==> config.mk <==
export PLATFORM = sky130hd
export DESIGN_NAME = countdown_ctrl
export DESIGN_NICKNAME = d
export VERILOG_FILES = /design/src/rtl/countdown_ctrl.sv
export SDC_FILE = /design/constraint.sdc
export NUM_CORES = 1
export LEC_CHECK = 0
export BUFFER_PORTS_ARGS = -buffer_cell sky130_fd_sc_hd__buf_2
export CAP_MARGIN = 5
export CORE_MARGIN = 5
export CORE_UTILIZATION = 30
export CTS_CLUSTER_DIAMETER = 120
export CTS_CLUSTER_SIZE = 28
export DETAILED_ROUTE_END_ITERATION = 7
export GPL_TIMING_DRIVEN = 1
export PLACE_DENSITY_LB_ADDON = 0.05
export SLEW_MARGIN = 20
export SYNTH_ARGS = -nofsm -noshare
export SYNTH_HDL_FRONTEND = slang
export SYNTH_SLANG_ARGS = --single-unit
==> constraint.sdc <==
create_clock -name clk -period 4.31 [get_ports clk]
set_input_delay 0.431 -clock clk [delete_from_list [all_inputs] [get_ports clk]]
set_output_delay 0.431 -clock clk [all_outputs]
set_load 0.05 [all_outputs]
==> src/rtl/countdown_ctrl.sv <==
// Round-timer controller: follows the clock_divider countdown, flags ticks,
// timeout and low-time warning, and drives a blinking two-digit 7-seg HUD.
module countdown_ctrl #(
  parameter int REFRESH_DIV = 100000,
  parameter int BLINK_DIV   = 25000000,
  parameter int WARN_SEC    = 10
) (
  input  logic       clk,
  input  logic       rst_n,
  input  logic [9:0] second,
  input  logic       start,
  output logic       resetclock,
  output logic       tick,
  output logic       time_up,
  output logic       warning,
  output logic [6:0] seg,
  output logic [3:0] an
);

  typedef enum logic [1:0] {IDLE, ARM, RUN, TIMEOUT} state_t;

  localparam int RW = (REFRESH_DIV > 1) ? $clog2(REFRESH_DIV) : 1;
  localparam int BW = (BLINK_DIV > 1) ? $clog2(BLINK_DIV) : 1;
  localparam logic [RW-1:0] REF_LAST   = RW'(REFRESH_DIV - 1);
  localparam logic [BW-1:0] BLINK_LAST = BW'(BLINK_DIV - 1);
  localparam logic [9:0]    WARN_V     = 10'(WARN_SEC);
  localparam logic [6:0]    SEG_DASH   = 7'b0111111;

  state_t        state_q, state_d;
  logic [9:0]    sec_q, sec_d;
  logic          resetclock_q, resetclock_d;
  logic          tick_q, tick_d;
  logic          time_up_q, time_up_d;
  logic          warning_q, warning_d;
  logic [6:0]    seg_q, seg_d;
  logic [3:0]    an_q, an_d;
  logic [RW-1:0] ref_cnt_q, ref_cnt_d;
  logic          digit_sel_q, digit_sel_d;
  logic [BW-1:0] blink_cnt_q, blink_cnt_d;
  logic          blink_ph_q, blink_ph_d;

  logic [5:0]    disp_v;
  logic [3:0]    tens, ones;
  logic [6:0]    tens_seg, ones_seg;
  logic          blank;

  function automatic logic [6:0] hex7(input logic [3:0] d);
    case (d)
      4'd0:    hex7 = 7'b1000000;
      4'd1:    hex7 = 7'b1111001;
      4'd2:    hex7 = 7'b0100100;
      4'd3:    hex7 = 7'b0110000;
      4'd4:    hex7 = 7'b0011001;
      4'd5:    hex7 = 7'b0010010;
      4'd6:    hex7 = 7'b0000010;
      4'd7:    hex7 = 7'b1111000;
      4'd8:    hex7 = 7'b0000000;
      4'd9:    hex7 = 7'b0010000;
      4'hA:    hex7 = 7'b0001000;
      4'hB:    hex7 = 7'b0000011;
      4'hC:    hex7 = 7'b1000110;
      4'hD:    hex7 = 7'b0100001;
      4'hE:    hex7 = 7'b0000110;
      default: hex7 = 7'b0001110;
    endcase
  endfunction

  always_comb begin
    state_d      = state_q;
    sec_d        = sec_q;
    resetclock_d = 1'b0;
    tick_d       = 1'b0;
    time_up_d    = time_up_q;
    warning_d    = (state_q == RUN) && (sec_q < WARN_V);
    case (state_q)
      IDLE:    if (start) state_d = ARM;
      ARM: begin
        sec_d   = 10'd59;
        state_d = RUN;
      end
      RUN: begin
        sec_d = second;
        if (second != sec_q) begin
          tick_d = 1'b1;
          if (second == 10'd0) begin
            state_d   = TIMEOUT;
            time_up_d = 1'b1;
          end
        end
        if (start) state_d = ARM;
      end
      TIMEOUT: if (start) state_d = ARM;
      default: state_d = IDLE;
    endcase
    // A restart always wins, so it also cancels a timeout detected this cycle
    if (state_d == ARM) begin
      resetclock_d = 1'b1;
      time_up_d    = 1'b0;
    end
  end

  always_comb begin
    disp_v = (sec_q > 10'd59) ? 6'd59 : sec_q[5:0];
    if (disp_v >= 6'd50) begin
      tens = 4'd5;
      ones = 4'(disp_v - 6'd50);
    end else if (disp_v >= 6'd40) begin
      tens = 4'd4;
      ones = 4'(disp_v - 6'd40);
    end else if (disp_v >= 6'd30) begin
      tens = 4'd3;
      ones = 4'(disp_v - 6'd30);
    end else if (disp_v >= 6'd20) begin
      tens = 4'd2;
      ones = 4'(disp_v - 6'd20);
    end else if (disp_v >= 6'd10) begin
      tens = 4'd1;
      ones = 4'(disp_v - 6'd10);
    end else begin
      tens = 4'd0;
      ones = disp_v[3:0];
    end

    case (state_q)
      IDLE: begin
        tens_seg = SEG_DASH;
        ones_seg = SEG_DASH;
      end
      ARM: begin
        tens_seg = hex7(4'd5);
        ones_seg = hex7(4'd9);
      end
      TIMEOUT: begin
        tens_seg = hex7(4'd0);
        ones_seg = hex7(4'd0);
      end
      default: begin
        tens_seg = hex7(tens);
        ones_seg = hex7(ones);
      end
    endcase
  end

  always_comb begin
    ref_cnt_d   = (ref_cnt_q == REF_LAST) ? '0 : ref_cnt_q + RW'(1);
    digit_sel_d = digit_sel_q ^ (ref_cnt_q == REF_LAST);
    blink_cnt_d = (blink_cnt_q == BLINK_LAST) ? '0 : blink_cnt_q + BW'(1);
    blink_ph_d  = blink_ph_q ^ (blink_cnt_q == BLINK_LAST);
    // Each round starts its blink pattern from a known dark phase
    if (state_d == ARM) begin
      blink_cnt_d = '0;
      blink_ph_d  = 1'b0;
    end
    blank = (((state_q == RUN) && warning_q) || (state_q == TIMEOUT)) && !blink_ph_q;
    seg_d = digit_sel_q ? tens_seg : ones_seg;
    an_d  = blank ? 4'b1111 : (digit_sel_q ? 4'b1101 : 4'b1110);
  end

  always_ff @(posedge clk or negedge rst_n) begin
    if (!rst_n) begin
      state_q      <= IDLE;
      sec_q        <= '0;
      resetclock_q <= 1'b0;
      tick_q       <= 1'b0;
      time_up_q    <= 1'b0;
      warning_q    <= 1'b0;
      seg_q        <= 7'b1111111;
      an_q         <= 4'b1111;
      ref_cnt_q    <= '0;
      digit_sel_q  <= 1'b0;
      blink_cnt_q  <= '0;
      blink_ph_q   <= 1'b1;
    end else begin
      state_q      <= state_d;
      sec_q        <= sec_d;
      resetclock_q <= resetclock_d;
      tick_q       <= tick_d;
      time_up_q    <= time_up_d;
      warning_q    <= warning_d;
      seg_q        <= seg_d;
      an_q         <= an_d;
      ref_cnt_q    <= ref_cnt_d;
      digit_sel_q  <= digit_sel_d;
      blink_cnt_q  <= blink_cnt_d;
      blink_ph_q   <= blink_ph_d;
    end
  end

  assign resetclock = resetclock_q;
  assign tick       = tick_q;
  assign time_up    = time_up_q;
  assign warning    = warning_q;
  assign seg        = seg_q;
  assign an         = an_q;

endmodule

==> impl_metrics.yaml <==
cts:
  cts_buffer_depth: 2
  cts_tree: "done"
  cts_max_level: 3
  cts_made_buffers: 9
  cts_root_buffer: "clkbuf_16"
  worst_skew_pair.late_latency_ns: 0.34
  cts-resized-gates: 0
  clkTransAtPathRegs_ns: 0.06
  hold_buffers: 0
  cts.sinks: 69
  post_cts_buffers: 0
routing:
  wl_um: 10300
  route.detailed.drc: 0
  wl_met1_um: 4759
  top_layer: "met4"
  route.met3.wl_um: 354
  first_iter_violations: 163
  via_per_inst: 4.931
  vias: 3373
  firstDrtPassIters: 4
  postRouteAntennaNets: 0
  route.met2.wl_um: 5009
  wl_per_cell_um: 15.06
power_and_ir_drop:
  swShare: 0.4408
  p_clk_frac: 0.228
  total_leakage_power_uw: 0.002122
  pwr-share-seq: 0.290
  p_sw_uw: 1316
  power.internal_uw: 1669
  p_per_area_nw_per_um2: 604.9
  combinationalPowerShare: 0.482
  irDropWorstVdd_mv: 0.2138
global_routing:
  gr-total-overflow: 0
  grt_first_pass_wirelength_um: 17630
  grt_pass1_vias: 3479
  grt.total_usage: 0.1318
  antenna_found_initial: 0
  grt_max_degree: 39
sta:
  min_period_over_period: 0.8959
  slew_viol_final: 0
  relSlewSlack: 0.3905
  fmax_ghz: 0.2590
  hold_ws_ns: 0.1524
  setup_viol: 0
  rsz0062_at_grt: "no"
  setup_tns_ns: 0
  min_period_ns: 3.862
  hold_violations: 0
  worst_slew_pin_slew_ns: 0.9143
  finalClockSkew_ns: 0.008593
setup_path:
  cp_max_fo: 8
  required_ns: 4.56
  crit_type: "reg2reg"
  cp-start-kind: "flop"
  end_kind: "flop"
  cp.arrival_ns: 4.11
final_layout:
  fin_cells: 684
  nets: 540
  diodes: 0
  drive_gt1_frac: 0.1528
  syn_to_final_growth_pct: 14.02
  stdcell_area_um2: 4935
die:
  die_w_um: 130.1
  die_h_um: 130.1
  row_count: 43
  coreArea_um2: 13990
  start_util: 0.3094
  die-area_um2: 16930
  io_pins: 28
yosys:
  synth_area_per_cell_um2: 9.189
  synthTopCellsByCount: "nor2_1, dfrtp_1, nand2_1"
  synth_top_area_share: 0.3411
  synthArstFlopShare: 1.000
  yosysMostFrequentCell: "nor2_1"
  ys_warn_count: 0
  synthTopCellsByArea: "dfrtp_1, ha_1, dfstp_2, nor2_1, xnor2_1"
  ys_seq_area_frac: 0.4019
  synth-edff-count: 0
  ys_ff_latch: 69
  synth_cell_types: 68
  synth.cell_area_um2: 4328
  synth_top_cell_by_area: "dfrtp_1"
  postSynthCellCount: 471
  ys.flop_type: "dfrtp_1"
place:
  place_inst: 668
  numPortBuffers: 25
  dp_hpwl_um: 7523
  gp_congestion: 0.8277
  dpl_cell_area_um2: 4667
status:
  outcome: "finished, final reports clean"
hold_path:
  hold_path.class: "in2async"
job:
  cap_violations: 0
-- logic make-up after synthesis --
family | share of synthesized area
buffers and inverters | 0.04770
AOI/OAI and AO/OA | 0.1258
muxes | 0.004915
other | 0.0008665
DFF | 0.4019
adders and majority gates | 0.08095
and+or+nand+nor | 0.2348
xor gates and xnor gates | 0.1032
-- power by group through the flow --
stage | registers (uW) | logic (uW) | clock network, uW
2_1_floorplan | 994 | 975 | 0
3_3_place_gp | 877 | 1470 | 0
3_5_place_dp | 878 | 1440 | 0
4_1_cts | 869 | 1450 | 714
5_1_grt | 882 | 1590 | 739
6_report | 866 | 1440 | 680
-- placed cells by master, fill, tap and decap left out, types with 12 or more instances in the layout --
cell type and instances:
buf_4 12, dfrtp_1 59, nand3_1 29, nor2_1 67
o21ai_0 14, xnor2_1 28, nand2_1 34, ha_1 28
buf_2 25, inv_1 27, xor2_1 23, a21oi_1 12
-- worst paths after layout --
kind,slack (ns),start,depth (start not counted),endpoint
max in group asynchronous,3.17,rst_n,2,seg[4]$_DFF_PN1_
worst min register to register,0.48,ref_cnt_q[4]$_DFF_PN0_,1,ref_cnt_q[4]$_DFF_PN0_
worst min-delay path,0.15,rst_n,1,blink_cnt_q[8]$_DFF_PN0_
worst max register to register,0.45,sec_q[6]$_DFFE_PN0P_,14,seg[1]$_DFF_PN1_
worst max-delay path,0.45,sec_q[6]$_DFFE_PN0P_,14,seg[1]$_DFF_PN1_
min in group clk,0.32,start,2,state_q[1]$_DFF_PN0_
-- critical path, cell delays in order (launching register included) --
cell,delay (ns)
dfrtp_1,0.45
or4_4,0.63
nor2_1,0.16
ha_1,0.16
or3b_2,0.46
o31a_1,0.30
nor2_1,0.15
o21bai_1,0.13
a21boi_2,0.19
xnor2_1,0.24
inv_1,0.18
ha_1,0.23
o21ai_0,0.07
o211ai_1,0.14
a221oi_2,0.29
-- per-stage QoR --
stage          total power [uW]  worst slack (ns)  utilization
6_report                   2985            0.4485       0.3528
5_1_grt                    3208            0.1107       0.3528
4_1_cts                    3030            0.4500       0.3528
3_5_place_dp               2321            0.4711       0.3336
3_3_place_gp               2342            0.5473       0.3336
2_1_floorplan              1969            0.4892            -
-- registers in the layout (all words and copies together) (netlist names) --
signal,flops
state_q,2
an,2
blink_cnt_q,25
sec_q,10
tick,1
time_up,1
blink_ph_q,1
seg,7
ref_cnt_q,17
warning,1
resetclock,1
digit_sel_q,1
-- layer usage --
layer | GRT usage | vias to the layer above
met2 | 0.2215 | 51
met5 | 0 | -
li1 | - | 1687
met3 | 0.03561 | 13
met4 | 0.04584 | 0
met1 | 0.1630 | 1622
-- layout make-up --
class                   count  area, um2
well taps                 180      225.2
repair buffers             37      215.2
clock inverters             6      38.79
inverters                  27      101.3
flip-flops and latches     69       1739
clock buffers              10      229.0
fillers                  1479       9054
multi-input cells         355       2386
Note: power is estimated with default switching activity, not from simulation.
